**config.mk**
```make
export PLATFORM = sky130hd
export DESIGN_NAME = mem_port_arbiter_flat
export DESIGN_NICKNAME = d
export VERILOG_FILES = /design/src/rtl/mem_port_arbiter_if.sv /design/src/rtl/mem_port_arbiter.sv /design/src/flat_wrapper.sv
export SDC_FILE = /design/constraint.sdc
export NUM_CORES = 1
export LEC_CHECK = 0
export CAP_MARGIN = 20
export CORE_AREA = 2 2 144 146
export CTS_CLUSTER_SIZE = 14
export DETAILED_ROUTE_END_ITERATION = 8
export DIE_AREA = 0 0 146 148
export PLACE_DENSITY = 0.82
export SKIP_CTS_REPAIR_TIMING = 1
export SLEW_MARGIN = 25
export SYNTH_ARGS = -nofsm -noshare
export SYNTH_HDL_FRONTEND = slang
export SYNTH_SLANG_ARGS = --single-unit
```
**constraint.sdc**
```tcl
create_clock -name clk -period 7 [get_ports clk]
set_clock_uncertainty 0.05 [all_clocks]
set_input_delay 1.4 -clock clk [delete_from_list [all_inputs] [get_ports clk]]
set_output_delay 1.4 -clock clk [all_outputs]
set_load 0.02 [all_outputs]
```
**src/rtl/mem_port_arbiter_if.sv**
```systemverilog
`timescale 1ns/1ps
// Request/response bundle shared by the fetch port, the data port and the backing memory port.
// No storage and no latency: this file only declares wires.
// No flow control: each requester posts at most one request and waits for its resp pulse.
interface mem_port_arbiter_if;
    // fetch side
    logic [31:0] imem_addr;
    logic [3:0]  imem_rmask;
    logic [31:0] imem_rdata;
    logic        imem_resp;
    // data side
    logic [31:0] dmem_addr;
    logic [3:0]  dmem_rmask;
    logic [3:0]  dmem_wmask;
    logic [31:0] dmem_wdata;
    logic [31:0] dmem_rdata;
    logic        dmem_resp;
    // backing memory side
    logic [31:0] mem_addr;
    logic [3:0]  mem_rmask;
    logic [3:0]  mem_wmask;
    logic [31:0] mem_wdata;
    logic [31:0] mem_rdata;
    logic        mem_resp;

    // arbiter view
    modport slave (
        input  imem_addr, imem_rmask,
        output imem_rdata, imem_resp,
        input  dmem_addr, dmem_rmask, dmem_wmask, dmem_wdata,
        output dmem_rdata, dmem_resp,
        output mem_addr, mem_rmask, mem_wmask, mem_wdata,
        input  mem_rdata, mem_resp
    );

    // pipeline + memory model view
    modport master (
        output imem_addr, imem_rmask,
        input  imem_rdata, imem_resp,
        output dmem_addr, dmem_rmask, dmem_wmask, dmem_wdata,
        input  dmem_rdata, dmem_resp,
        input  mem_addr, mem_rmask, mem_wmask, mem_wdata,
        output mem_rdata, mem_resp
    );
endinterface

```
**src/rtl/mem_port_arbiter.sv**
```systemverilog
`timescale 1ns/1ps
// Shares one memory port between fetch (read-only) and data (read/write); one transaction in flight.
// Latency: a winning request in IDLE issues the same cycle; mem_resp is forwarded combinationally.
// Backpressure: one pending slot per requester; a request hitting a full slot or its own in-flight op is dropped.
module mem_port_arbiter #(
    parameter int unsigned MAX_D_STREAK = 4
) (
    input  logic              clk,
    input  logic              rst,
    mem_port_arbiter_if.slave bus
);

    localparam int unsigned    SW         = $clog2(MAX_D_STREAK + 1);
    localparam logic [SW-1:0]  STREAK_MAX = SW'(MAX_D_STREAK);

    typedef enum logic [1:0] {
        IDLE   = 2'd0,
        WAIT_I = 2'd1,
        WAIT_D = 2'd2
    } state_e;

    state_e state_q, state_d;

    // pending slots
    logic        i_vld_q, i_vld_d;
    logic [31:0] i_addr_q, i_addr_d;
    logic [3:0]  i_rmask_q, i_rmask_d;
    logic        d_vld_q, d_vld_d;
    logic [31:0] d_addr_q, d_addr_d;
    logic [3:0]  d_rmask_q, d_rmask_d;
    logic [3:0]  d_wmask_q, d_wmask_d;
    logic [31:0] d_wdata_q, d_wdata_d;

    // starvation counter
    logic [SW-1:0] d_streak_q, d_streak_d;

    // values held on the memory port while a transaction is outstanding
    logic [31:0] iss_addr_q, iss_addr_d;
    logic [31:0] iss_wdata_q, iss_wdata_d;
    logic        iss_wr_q, iss_wr_d;

    // incoming request decode; a combined read+write is treated as a write
    logic       i_req, d_req;
    logic [3:0] d_in_rmask;

    assign i_req      = |bus.imem_rmask;
    assign d_req      = |(bus.dmem_rmask | bus.dmem_wmask);
    assign d_in_rmask = (|bus.dmem_wmask) ? 4'h0 : bus.dmem_rmask;

    // candidates: slot contents first, otherwise the same-cycle request (bypass)
    logic        i_cand, d_cand;
    logic [31:0] i_c_addr, d_c_addr, d_c_wdata;
    logic [3:0]  i_c_rmask, d_c_rmask, d_c_wmask;

    assign i_cand    = i_vld_q | i_req;
    assign d_cand    = d_vld_q | d_req;
    assign i_c_addr  = i_vld_q ? i_addr_q  : bus.imem_addr;
    assign i_c_rmask = i_vld_q ? i_rmask_q : bus.imem_rmask;
    assign d_c_addr  = d_vld_q ? d_addr_q  : bus.dmem_addr;
    assign d_c_rmask = d_vld_q ? d_rmask_q : d_in_rmask;
    assign d_c_wmask = d_vld_q ? d_wmask_q : bus.dmem_wmask;
    assign d_c_wdata = d_vld_q ? d_wdata_q : bus.dmem_wdata;

    // arbitration: dmem preferred until it has won MAX_D_STREAK times over a waiting fetch
    logic in_idle, streak_full, grant_i, grant_d, i_cap, d_cap;

    assign in_idle     = (state_q == IDLE);
    assign streak_full = (d_streak_q == STREAK_MAX);
    assign grant_d     = in_idle & d_cand & (~i_cand | ~streak_full);
    assign grant_i     = in_idle & i_cand & ~grant_d;

    // capture into an empty slot unless bypassed this cycle or the requester's own op is in flight
    assign i_cap = i_req & ~i_vld_q & (state_q != WAIT_I) & ~grant_i;
    assign d_cap = d_req & ~d_vld_q & (state_q != WAIT_D) & ~grant_d;

    // pending slot next-state: a grant frees the slot, a capture fills it
    always_comb begin
        i_vld_d   = i_vld_q;
        i_addr_d  = i_addr_q;
        i_rmask_d = i_rmask_q;
        d_vld_d   = d_vld_q;
        d_addr_d  = d_addr_q;
        d_rmask_d = d_rmask_q;
        d_wmask_d = d_wmask_q;
        d_wdata_d = d_wdata_q;
        if (grant_i) begin
            i_vld_d = 1'b0;
        end
        if (i_cap) begin
            i_vld_d   = 1'b1;
            i_addr_d  = bus.imem_addr;
            i_rmask_d = bus.imem_rmask;
        end
        if (grant_d) begin
            d_vld_d = 1'b0;
        end
        if (d_cap) begin
            d_vld_d   = 1'b1;
            d_addr_d  = bus.dmem_addr;
            d_rmask_d = d_in_rmask;
            d_wmask_d = bus.dmem_wmask;
            d_wdata_d = bus.dmem_wdata;
        end
    end

    // streak counts dmem wins over a waiting fetch; any fetch grant or absent fetch clears it
    always_comb begin
        d_streak_d = d_streak_q;
        if (in_idle) begin
            if (!i_cand || grant_i) begin
                d_streak_d = '0;
            end else if (grant_d && !streak_full) begin
                d_streak_d = d_streak_q + SW'(1);
            end
        end
    end

    // FSM next state and all port outputs; masks pulse only on the issue cycle
    always_comb begin
        state_d        = state_q;
        iss_addr_d     = iss_addr_q;
        iss_wdata_d    = iss_wdata_q;
        iss_wr_d       = iss_wr_q;
        bus.mem_addr   = iss_addr_q;
        bus.mem_wdata  = iss_wdata_q;
        bus.mem_rmask  = 4'h0;
        bus.mem_wmask  = 4'h0;
        bus.imem_resp  = 1'b0;
        bus.imem_rdata = 32'h0;
        bus.dmem_resp  = 1'b0;
        bus.dmem_rdata = 32'h0;
        unique case (state_q)
            IDLE: begin
                if (grant_d) begin
                    bus.mem_addr  = d_c_addr;
                    bus.mem_wdata = d_c_wdata;
                    bus.mem_rmask = d_c_rmask;
                    bus.mem_wmask = d_c_wmask;
                    iss_addr_d    = d_c_addr;
                    iss_wdata_d   = d_c_wdata;
                    iss_wr_d      = |d_c_wmask;
                    state_d       = WAIT_D;
                end else if (grant_i) begin
                    bus.mem_addr  = i_c_addr;
                    bus.mem_wdata = 32'h0;
                    bus.mem_rmask = i_c_rmask;
                    iss_addr_d    = i_c_addr;
                    iss_wdata_d   = 32'h0;
                    iss_wr_d      = 1'b0;
                    state_d       = WAIT_I;
                end
            end
            WAIT_I: begin
                if (bus.mem_resp) begin
                    bus.imem_resp  = 1'b1;
                    bus.imem_rdata = bus.mem_rdata;
                    state_d        = IDLE;
                end
            end
            WAIT_D: begin
                if (bus.mem_resp) begin
                    bus.dmem_resp  = 1'b1;
                    bus.dmem_rdata = iss_wr_q ? 32'h0 : bus.mem_rdata;
                    state_d        = IDLE;
                end
            end
            default: begin
                state_d = IDLE;
            end
        endcase
    end

    // FSM state and issued-transaction registers
    always_ff @(posedge clk or posedge rst) begin
        if (rst) begin
            state_q     <= IDLE;
            iss_addr_q  <= 32'h0;
            iss_wdata_q <= 32'h0;
            iss_wr_q    <= 1'b0;
        end else begin
            state_q     <= state_d;
            iss_addr_q  <= iss_addr_d;
            iss_wdata_q <= iss_wdata_d;
            iss_wr_q    <= iss_wr_d;
        end
    end

    // pending slot registers
    always_ff @(posedge clk or posedge rst) begin
        if (rst) begin
            i_vld_q   <= 1'b0;
            i_addr_q  <= 32'h0;
            i_rmask_q <= 4'h0;
            d_vld_q   <= 1'b0;
            d_addr_q  <= 32'h0;
            d_rmask_q <= 4'h0;
            d_wmask_q <= 4'h0;
            d_wdata_q <= 32'h0;
        end else begin
            i_vld_q   <= i_vld_d;
            i_addr_q  <= i_addr_d;
            i_rmask_q <= i_rmask_d;
            d_vld_q   <= d_vld_d;
            d_addr_q  <= d_addr_d;
            d_rmask_q <= d_rmask_d;
            d_wmask_q <= d_wmask_d;
            d_wdata_q <= d_wdata_d;
        end
    end

    // starvation counter register
    always_ff @(posedge clk or posedge rst) begin
        if (rst) begin
            d_streak_q <= '0;
        end else begin
            d_streak_q <= d_streak_d;
        end
    end

endmodule
```
**src/flat_wrapper.sv**
```systemverilog
// flat-port wrapper written by rule: the top's interface ports become plain ports
module mem_port_arbiter_flat 
#(
    parameter int unsigned MAX_D_STREAK = 4
)
  (clk, rst, bus_imem_addr, bus_imem_rmask, bus_imem_rdata, bus_imem_resp, bus_dmem_addr, bus_dmem_rmask, bus_dmem_wmask, bus_dmem_wdata, bus_dmem_rdata, bus_dmem_resp, bus_mem_addr, bus_mem_rmask, bus_mem_wmask, bus_mem_wdata, bus_mem_rdata, bus_mem_resp);
  mem_port_arbiter_if bus_i ();
  input  logic clk;
  input  logic rst;
  input wire logic [$bits(bus_i.imem_addr)-1:0] bus_imem_addr;
  input wire logic [$bits(bus_i.imem_rmask)-1:0] bus_imem_rmask;
  output wire logic [$bits(bus_i.imem_rdata)-1:0] bus_imem_rdata;
  output wire logic [$bits(bus_i.imem_resp)-1:0] bus_imem_resp;
  input wire logic [$bits(bus_i.dmem_addr)-1:0] bus_dmem_addr;
  input wire logic [$bits(bus_i.dmem_rmask)-1:0] bus_dmem_rmask;
  input wire logic [$bits(bus_i.dmem_wmask)-1:0] bus_dmem_wmask;
  input wire logic [$bits(bus_i.dmem_wdata)-1:0] bus_dmem_wdata;
  output wire logic [$bits(bus_i.dmem_rdata)-1:0] bus_dmem_rdata;
  output wire logic [$bits(bus_i.dmem_resp)-1:0] bus_dmem_resp;
  output wire logic [$bits(bus_i.mem_addr)-1:0] bus_mem_addr;
  output wire logic [$bits(bus_i.mem_rmask)-1:0] bus_mem_rmask;
  output wire logic [$bits(bus_i.mem_wmask)-1:0] bus_mem_wmask;
  output wire logic [$bits(bus_i.mem_wdata)-1:0] bus_mem_wdata;
  input wire logic [$bits(bus_i.mem_rdata)-1:0] bus_mem_rdata;
  input wire logic [$bits(bus_i.mem_resp)-1:0] bus_mem_resp;
  assign bus_i.imem_addr = bus_imem_addr;
  assign bus_i.imem_rmask = bus_imem_rmask;
  assign bus_imem_rdata = bus_i.imem_rdata;
  assign bus_imem_resp = bus_i.imem_resp;
  assign bus_i.dmem_addr = bus_dmem_addr;
  assign bus_i.dmem_rmask = bus_dmem_rmask;
  assign bus_i.dmem_wmask = bus_dmem_wmask;
  assign bus_i.dmem_wdata = bus_dmem_wdata;
  assign bus_dmem_rdata = bus_i.dmem_rdata;
  assign bus_dmem_resp = bus_i.dmem_resp;
  assign bus_mem_addr = bus_i.mem_addr;
  assign bus_mem_rmask = bus_i.mem_rmask;
  assign bus_mem_wmask = bus_i.mem_wmask;
  assign bus_mem_wdata = bus_i.mem_wdata;
  assign bus_i.mem_rdata = bus_mem_rdata;
  assign bus_i.mem_resp = bus_mem_resp;
  mem_port_arbiter #(.MAX_D_STREAK(MAX_D_STREAK)) u_core (.clk(clk), .rst(rst), .bus(bus_i));
endmodule
```
# Yosys cells after proc, flatten, opt, wreduce, memory -nomap -nowiden
# Cells that the tools add are included.
# word_totals
regBits	180
latch_bits	0
ram_bits	0
romBits	0
inputBits	143
out_inout_bits	138
mem_count	0
# op_classes
addsub	1
n_mul	0
n_div	0
order_cmp	0
n_eq_ne	7
n_shift	0
muxes	37
n_bitwise	20
n_reduce_logical	17
# ops
operator	count
32-bit two-way mux	14
4-bit two-way mux	9
4-bit OR reduction	4
1-bit AND	10
1-bit two-way mux	8
2-bit nonzero test	4
2-bit two-way mux	3
3-bit two-way mux	2
1-bit inverter	6
2-bit AND reduction	3
2-bit by 1-bit inequality test with 1-bit output, second input constant	2
4-bit OR	1
2-bit one-hot mux with 2 select lines	1
3-bit by 1-bit adder with 3-bit output, second input constant	1
3-bit equality test, second input constant	1
3-bit inequality test, second input constant	1
1-bit OR	3
2-bit by 1-bit equality test with 1-bit output, second input constant	1
2-bit equality test, second input constant	1
1-bit logical NOT	2
2-bit logical NOT	1
2-bit inequality test, second input constant	1
2-bit OR reduction	1
1-bit logical AND	1
1-bit logical OR	1

# Longest topological paths before layout
# Gate-level depths: netlist (run 1).
# depth
ltp_word	10
depth_mapped	9
ltp_nobuf	6

# Worst setup path after synthesis (run 1)
# No wires, ideal clock.
# synth_path
path_type	in2out
start	in bus_dmem_rmask[2]
end	out bus_mem_addr[14]
t_arrival_ns	3.101
required_ns	5.550
path_slack_ns	2.449
stages	6
n_path_buf	2
cell_sequence	or4_4 > o31ai_4 > nand2b_1 > buf_4 > buf_6 > o221ai_1
# synth_between
elab_chain_cells	10
# synth_lines
item	line_no	rtl
start: declaration	flat_wrapper.sv:15	input wire logic [$bits(bus_i.dmem_rmask)-1:0] bus_dmem_rmask;
4-bit OR *	mem_port_arbiter.sv:47	assign d_req = |(bus.dmem_rmask | bus.dmem_wmask);
4-bit OR reduction *	mem_port_arbiter.sv:47	
1-bit OR *	mem_port_arbiter.sv:56	assign d_cand = d_vld_q | d_req;
1-bit AND * (2 in series)	mem_port_arbiter.sv:69	assign grant_d = in_idle & d_cand & (~i_cand | ~streak_full);
1-bit inverter	mem_port_arbiter.sv:70	assign grant_i = in_idle & i_cand & ~grant_d;
1-bit AND	mem_port_arbiter.sv:70	
32-bit two-way mux	--	
32-bit two-way mux * (2 in series)	--	
end: declaration	flat_wrapper.sv:20	output wire logic [$bits(bus_i.mem_addr)-1:0] bus_mem_addr;
# Every way passes the cells marked *; elsewhere a longest branch is shown, timed or not.

# Worst setup path after layout (run 1)
# layout_path
start	in bus_dmem_wmask[1]
end	out bus_mem_addr[0]
# layout_between
elab_chain_cells	10
# layout_lines
item	line_no	rtl
start: declaration	flat_wrapper.sv:16	input wire logic [$bits(bus_i.dmem_wmask)-1:0] bus_dmem_wmask;
4-bit OR *	mem_port_arbiter.sv:47	
4-bit OR reduction *	mem_port_arbiter.sv:47	
1-bit OR *	mem_port_arbiter.sv:56	
1-bit AND * (2 in series)	mem_port_arbiter.sv:69	
1-bit inverter	mem_port_arbiter.sv:70	
1-bit AND	mem_port_arbiter.sv:70	
32-bit two-way mux	--	
32-bit two-way mux * (2 in series)	--	
# Marks and branches as above.

==> run summary, run 1 <==
Run status = finished, final reports clean
Sequential cell area fraction in the yosys report = 50.8%
Post-synthesis share of cell area spent on and, or, nand and nor gates = 8.39%
Filler cells = 1643
Final Cell Area = 12400 sq um
XOR/XNOR Fraction of Synth Area = 0%
Standby leakage power = 5.38 nW
Area used by sequential logic in the layout = 4510 sq um
Clock latency on the worst-skew pair = 430 ps
Vias in the first global route = 6997
Synth-to-Final Area Change = 40.0%
Register bit count reported by yosys = 180
Worst Reg2Reg Path Length in Cells = 8
Width of the chip = 146 um
Tightest Hold Check Type = reg -> reg
Combinational family with the most area after synthesis = multiplexers
Gp weighted congestion = 0.857
DP HPWL = 18.1 mm
Unrepaired setup endpoints after global routing = false
Synthesized area = 8870 sq um
Internal power = 3.73 mW
I/O pin count = 281
Number of DRC markers after the initial detailed-route iteration = 295
Number of setup violations in the final report = 0
Number of placement rows = 52
Hold-critical path depth = 2
Number of max-slew violations in the final report = 0
Number of buffers between clock root and the deepest sink = 2
DP Area = 11800 sq um
Multiplexer share of the synthesized area = 25.9%
Switching portion of total power = 41.1%
CTS buffer count = 17
Final count of hold timing violations = 0
DR vias = 6934
Overall global routing resource usage = 23.5%
WP data arrival = 4630 ps
Residual antenna-violating net count after detailed routing = 0
Starting utilization of the core area = 44.3%
Critical path start-end classification = in -> out
Yosys synthesis warning count = 0
Total iterations of the first detailed-routing run = 4
Synth top area cells = dfrtp_1, mux2_2, mux2i_1
Share of power burned in registers = 28.9%
Maximum number of pins on one net before global-route repair = 79
Maximum vdd ir drop = 0.348 mV
DR WL/cell = 20.2 um
Net count after synthesis = 872
CTS Sinks = 180
Net count of the finished layout = 1126
Vias per inst = 5.50
H-tree depth = 4
Clock tree root buffer cell = clkbuf_16
Max Fanout on Critical Path = 38
Combinational power share = 56.4%
Multi-input combinational cell area = 4040 sq um
Count of input and output buffers = 280
Number of distinct library cells after synthesis = 44
NetSw = 2.60 mW
Final Non-Filler Cells = 1260
Chip Height = 148 um
Maximum frequency from static timing analysis = 165 MHz
Max cap viols = 0
Global-route wire length before repair = 39.6 mm
Final critical-path share of the clock period = 86.8%
Core occupancy in the finished layout = 62.0%
Minimum period implied by the final worst setup slack = 6080 ps
Residual overflow from global routing = 0
Area of the core region = 20000 sq um
Cells after DPL = 1228
Cell type contributing the most total cell area after synthesis = dfrtp_1
Slew margin rel. = 37.2%
Compound-cell area share of the yosys netlist = 10.3%
DR DRC count = 0
Slew at the pin with the worst max-slew slack = 943 ps
Required @ worst endpoint = 5550 ps
Kind of end point of the critical path = output port
Final Routed Wirelength = 25.5 mm
Summed negative setup slack over all endpoints = 0 ps
Antenna diode count = 0
Mapped Avg Cell Area = 12.3 sq um
Area share of the largest cell type after synthesis = 50.8%
Initial antenna violation count = 0
Type of origin of the critical path = input pin
Proportion of layout cells with a drive suffix above 1 = 16.5%
Share of total power in the clock network = 14.7%
Clk slew on worst S/H paths = 70 ps
Power per cell area = 510 nW/um^2
Area of the die = 21600 sq um
Syn Inst Count = 723
Adder and majority cell fraction of the synthesized area = 0.846%
Clock tree from TritonCTS = yes
## cell usage in the layout (no fill, tap or decap), drive strengths merged, types with 4 or more instances in the layout
cell / n
clkdlybuf4s50: 280
dfrtp: 180
mux2i: 110
mux2: 106
and2: 38
o21ai: 36
nand2: 35
o211ai: 32
and3: 32
o221ai: 30
clkbuf: 17
buf: 15
inv: 14
nor2: 9
clkinv: 7
o22ai: 6
ha: 6
nor2b: 5
a32o: 4
## layer usage
metal	up-vias	routed length [um]	track usage (%)
met4	0	649	8.25
met2	269	12900	41.5
met5	-	0	0
li1	3167	-	-
met3	37	1730	6.11
met1	3461	10100	27.9
## flip-flops by register name (all words and copies together) (netlist names)
signal and count:
u_core.d_addr_q 32, u_core.d_rmask_q 4, u_core.d_streak_q 3, u_core.d_vld_q 1, u_core.d_wdata_q 32, u_core.d_wmask_q 4, u_core.i_addr_q 32, u_core.i_rmask_q 4
u_core.i_vld_q 1, u_core.iss_addr_q 32, u_core.iss_wdata_q 32, u_core.iss_wr_q 1, u_core.state_q 2
## cell usage after synthesis (all sizes together)
cell	n
or4	3
o21ai	36
o22ai	6
or4b	1
clkbuf	27
nor2b	5
mux2i	110
nor2	9
o31ai	1
o21a	1
mux2	106
and3	32
inv	7
o211ai	32
o41ai	1
a21oi	3
nand2	35
nand3	1
a2111oi	1
nor4	2
nand2b	3
ha	6
nor3	1
and2	38
a21o	3
a32o	4
or2	2
buf	33
dfrtp	180
a22oi	2
a31o	1
a311o	1
o221ai	30
## final cells by class
cell class	instances	area share [%]
flip-flops and latches	180	36.3
multi-input cells	476	32.5
repair buffers	295	23.5
clock buffers	17	3.42
well taps	270	2.72
clock inverters	15	1.33
inverters	7	0.252
## critical path, cell delays in order
cell	delay [ps]
clkdlybuf4s50_1	480
or4_4	610
o31ai_4	310
nand2b_2	570
o221ai_1	540
clkdlybuf4s50_1	680
## cells by family (layout without fill, tap and decap cells)
family | Yosys count | after routing
and+or+nand+nor | 132 | 132
DFF | 180 | 180
AOI/OAI and AO/OA | 122 | 122
buffers and inverters | 67 | 334
muxes | 216 | 216
adders and majority gates | 6 | 6
## metrics by stage
stage,setup slack (ps),total power [mW],hold slack (ps)
global placement,985,5.34,416
global route,795,6.70,464
floorplan,663,4.11,406
CTS,940,6.39,439
finish,924,6.34,442
detailed placement,957,5.44,421
## power by group through the flow
stage | Clock [mW] | Sequential, mW | Combinational (mW)
2_1_floorplan | 0 | 1.73 | 2.38
3_3_place_gp | 0 | 1.81 | 3.53
3_5_place_dp | 0 | 1.85 | 3.60
4_1_cts | 0.960 | 1.83 | 3.61
5_1_grt | 1.00 | 1.88 | 3.82
6_report | 0.934 | 1.83 | 3.57
## final timing paths
path	slack, ps	from	end
max	920	bus_dmem_wmask[1]	bus_mem_addr[0]
min	440	u_core.iss_addr_q[13]$_DFF_PP0_	u_core.iss_addr_q[13]$_DFF_PP0_
max reg2reg	3600	u_core.state_q[1]$_DFFE_PP0P_	u_core.d_addr_q[11]$_DFFE_PP0P_
min reg2reg	440	u_core.iss_addr_q[13]$_DFF_PP0_	u_core.iss_addr_q[13]$_DFF_PP0_
max in group asynchronous	4280	rst	u_core.d_addr_q[23]$_DFFE_PP0P_
min in group asynchronous	1420	rst	u_core.d_addr_q[1]$_DFFE_PP0P_
Power figures use the tool's default switching activity.
==> run 2: changes to the inputs <==
--- a/config.mk
+++ b/config.mk
@@ -11,6 +11,7 @@
 export DETAILED_ROUTE_END_ITERATION = 8
 export DIE_AREA = 0 0 146 148
 export PLACE_DENSITY = 0.82
+export SETUP_SLACK_MARGIN = 0.05
 export SKIP_CTS_REPAIR_TIMING = 1
 export SLEW_MARGIN = 25
 export SYNTH_ARGS = -nofsm -noshare
==> results of run 2 <==
Final layout, timing and power as in run 1 (identical DEF).
==> run 3: changes to the inputs <==
--- a/config.mk
+++ b/config.mk
@@ -6,11 +6,11 @@
 export NUM_CORES = 1
 export LEC_CHECK = 0
 export CAP_MARGIN = 20
-export CORE_AREA = 2 2 144 146
+export CORE_AREA = 2 2 141 143
 export CTS_CLUSTER_SIZE = 14
 export DETAILED_ROUTE_END_ITERATION = 8
-export DIE_AREA = 0 0 146 148
-export PLACE_DENSITY = 0.82
+export DIE_AREA = 0 0 143 145
+export PLACE_DENSITY = 0.85
 export SETUP_SLACK_MARGIN = 0.05
 export SKIP_CTS_REPAIR_TIMING = 1
 export SLEW_MARGIN = 25
==> run 3 against run 2 <==
Final area up 0.16%. Largest cell class unchanged. Via count down 1.3%. Highest routed layer unchanged. Worst hold slack worse by 4.7 ps.
==> run summary, run 3 (synthesis results as in run 1) <==
Vias in the first global route = 6949
DP HPWL = 16.5 mm
Worst reg2reg path endpoint = u_core.d_addr_q[14]$_DFFE_PP0P_
Synth-to-Final Area Change = 40.2%
Final critical-path share of the clock period = 86.5%
Slew margin rel. = 32.2%
Power per cell area = 513 nW/um^2
Filler cells = 1519
Critical path cell sequence = clkdlybuf4s50_1 > or4_4 > nor3_4 > or2_2 > buf_4 > o21ai_0 > clkdlybuf4s50_1
Required @ worst endpoint = 5550 ps
Slew at the pin with the worst max-slew slack = 1020 ps
Final Non-Filler Cells = 1255
H-tree depth = 4
Number of setup violations in the final report = 0
Maximum frequency from static timing analysis = 165 MHz
Final-layout worst hold slack = 437 ps
Total iterations of the first detailed-routing run = 4
DR vias = 6843
Minimum period implied by the final worst setup slack = 6050 ps
Leading cell type in the layout, fill and taps excluded = clkdlybuf4s50_1
Delay of the slowest cell on the worst path = 620 ps
Cells after DPL = 1223
Global-route wire length before repair = 38.3 mm
Summed negative setup slack over all endpoints = 0 ps
Antenna diode count = 0
Count of input and output buffers = 280
Final Routed Wirelength = 24.0 mm
Vias per inst = 5.45
DP Area = 11800 sq um
Standby leakage power = 5.38 nW
Width of the chip = 143 um
Number of max-slew violations in the final report = 0
Buffers and inverters on the worst path = 3
Overall global routing resource usage = 23.5%
Clock tree from TritonCTS = yes
Hold-critical path depth = 2
Maximum vdd ir drop = 0.331 mV
Flop-to-flop setup slack = 3840 ps
DR DRC count = 0
CTS Sinks = 180
Clk slew on worst S/H paths = 70 ps
Critical register-to-register path startpoint = u_core.state_q[0]$_DFFE_PP0P_
Clock latency on the worst-skew pair = 430 ps
Number of placement rows = 51
Proportion of layout cells with a drive suffix above 1 = 16.4%
Leading cell types in the layout, fill and taps excluded = clkdlybuf4s50_1, dfrtp_1, mux2i_1
Number of DRC markers after the initial detailed-route iteration = 457
CP Depth = 7
I/O pin count = 281
CTS buffer count = 17
Initial antenna violation count = 0
Starting utilization of the core area = 46.2%
Slowest library cell on the worst path = or4_4
Gp weighted congestion = 0.800
Final count of hold timing violations = 0
Residual overflow from global routing = 0
Post-Place Worst Slack = 946 ps
Area of the core region = 19200 sq um
Multi-input combinational cell area = 4040 sq um
Hold Path Sink = u_core.iss_addr_q[12]$_DFF_PP0_
Tightest Hold Check Type = reg -> reg
Cell family contributing the most delay on the critical path = buffers and inverters
Most common cell type on the critical path = clkdlybuf4s50_1
Area used by sequential logic in the layout = 4510 sq um
Net count of the finished layout = 1126
Worst Setup Slack, final = 945 ps
Clock tree root buffer cell = clkbuf_16
Run status = finished, final reports clean
Unrepaired setup endpoints after global routing = false
Final Cell Area = 12400 sq um
WP data arrival = 4600 ps
Chip Height = 145 um
Max cap viols = 0
Hold_sp = u_core.iss_addr_q[12]$_DFF_PP0_
Critical path start-end classification = in -> out
Kind of end point of the critical path = output port
Number of buffers between clock root and the deepest sink = 2
Maximum number of pins on one net before global-route repair = 72
Max Fanout on Critical Path = 53
Residual antenna-violating net count after detailed routing = 0
Area of the die = 20700 sq um
DR WL/cell = 19.1 um
Worst Reg2Reg Path Length in Cells = 8
Type of origin of the critical path = input pin
run 3: cell types whose count changed in the layout (fill, tap and decap cells not counted):
cell | previous run | this run
nand2b_2 | 1 | 0
bufinv_16 | 0 | 3
clkinv_4 | 3 | 1
nand2b_1 | 2 | 3
inv_6 | 6 | 5
clkinv_8 | 4 | 0
clkinvlp_4 | 1 | 5
run 3: worst max-delay path by stage:
stage / slack (ps) / startpoint / endpoint
after floorplan: 660 / rst / u_core.d_addr_q[0]$_DFFE_PP0P_
after global placement: 970 / bus_dmem_wmask[0] / bus_mem_addr[5]
after detailed placement: 950 / bus_dmem_wmask[0] / bus_mem_addr[5]
after CTS: 940 / bus_dmem_wmask[0] / bus_mem_addr[5]
after global routing: 780 / bus_dmem_wmask[0] / bus_mem_wdata[29]
final: 950 / bus_dmem_wmask[0] / bus_mem_wdata[27]
run 3: per-stage QoR:
stage / util [%] / total power, mW
floorplan: - / 4.11
global placement: 61.6 / 5.30
detailed placement: 61.6 / 5.40
CTS: 64.8 / 6.42
global route: 64.8 / 6.74
finish: 64.8 / 6.38
run 3: cell type report:
cell class	instances	share of cell area [%]
Sequential cell	180	36.2
Multi-Input combinational cell	476	32.4
Timing Repair Buffer	295	23.4
Clock buffer	17	3.42
Tap cell	265	2.66
Clock inverter	15	1.56
Inverter	7	0.251
run 3: report_power, final:
| group | total, mW | switching (mW) | internal (mW) | leakage [nW] |
|---|---|---|---|---|
| Combinational | 3.56 | 1.87 | 1.69 | 2.92 |
| Clock | 1.01 | 0.440 | 0.572 | 0.287 |
| Sequential | 1.81 | 0.245 | 1.57 | 2.17 |
| Total | 6.38 | 2.55 | 3.83 | 5.38 |
run 3: per-layer routing:
metal | wire length [um] | GRT usage, % | vias up | part of all wire [%]
met4 | 485 | 6.93 | 0 | 2.0
met2 | 12000 | 39.7 | 231 | 50
met5 | 0 | 0 | - | 0
met3 | 1690 | 6.50 | 27 | 7.1
li1 | - | - | 3161 | -
met1 | 9750 | 29.3 | 3424 | 41
run 3: worst reg2reg max path, stage by stage, from the launching register on:
cell and delay [ps]:
dfrtp_1 390, inv_1 130, ha_1 460, nor2b_1 260, a22oi_2 70, buf_4 280, nand3_4 140, buf_4 750
mux2_2 510
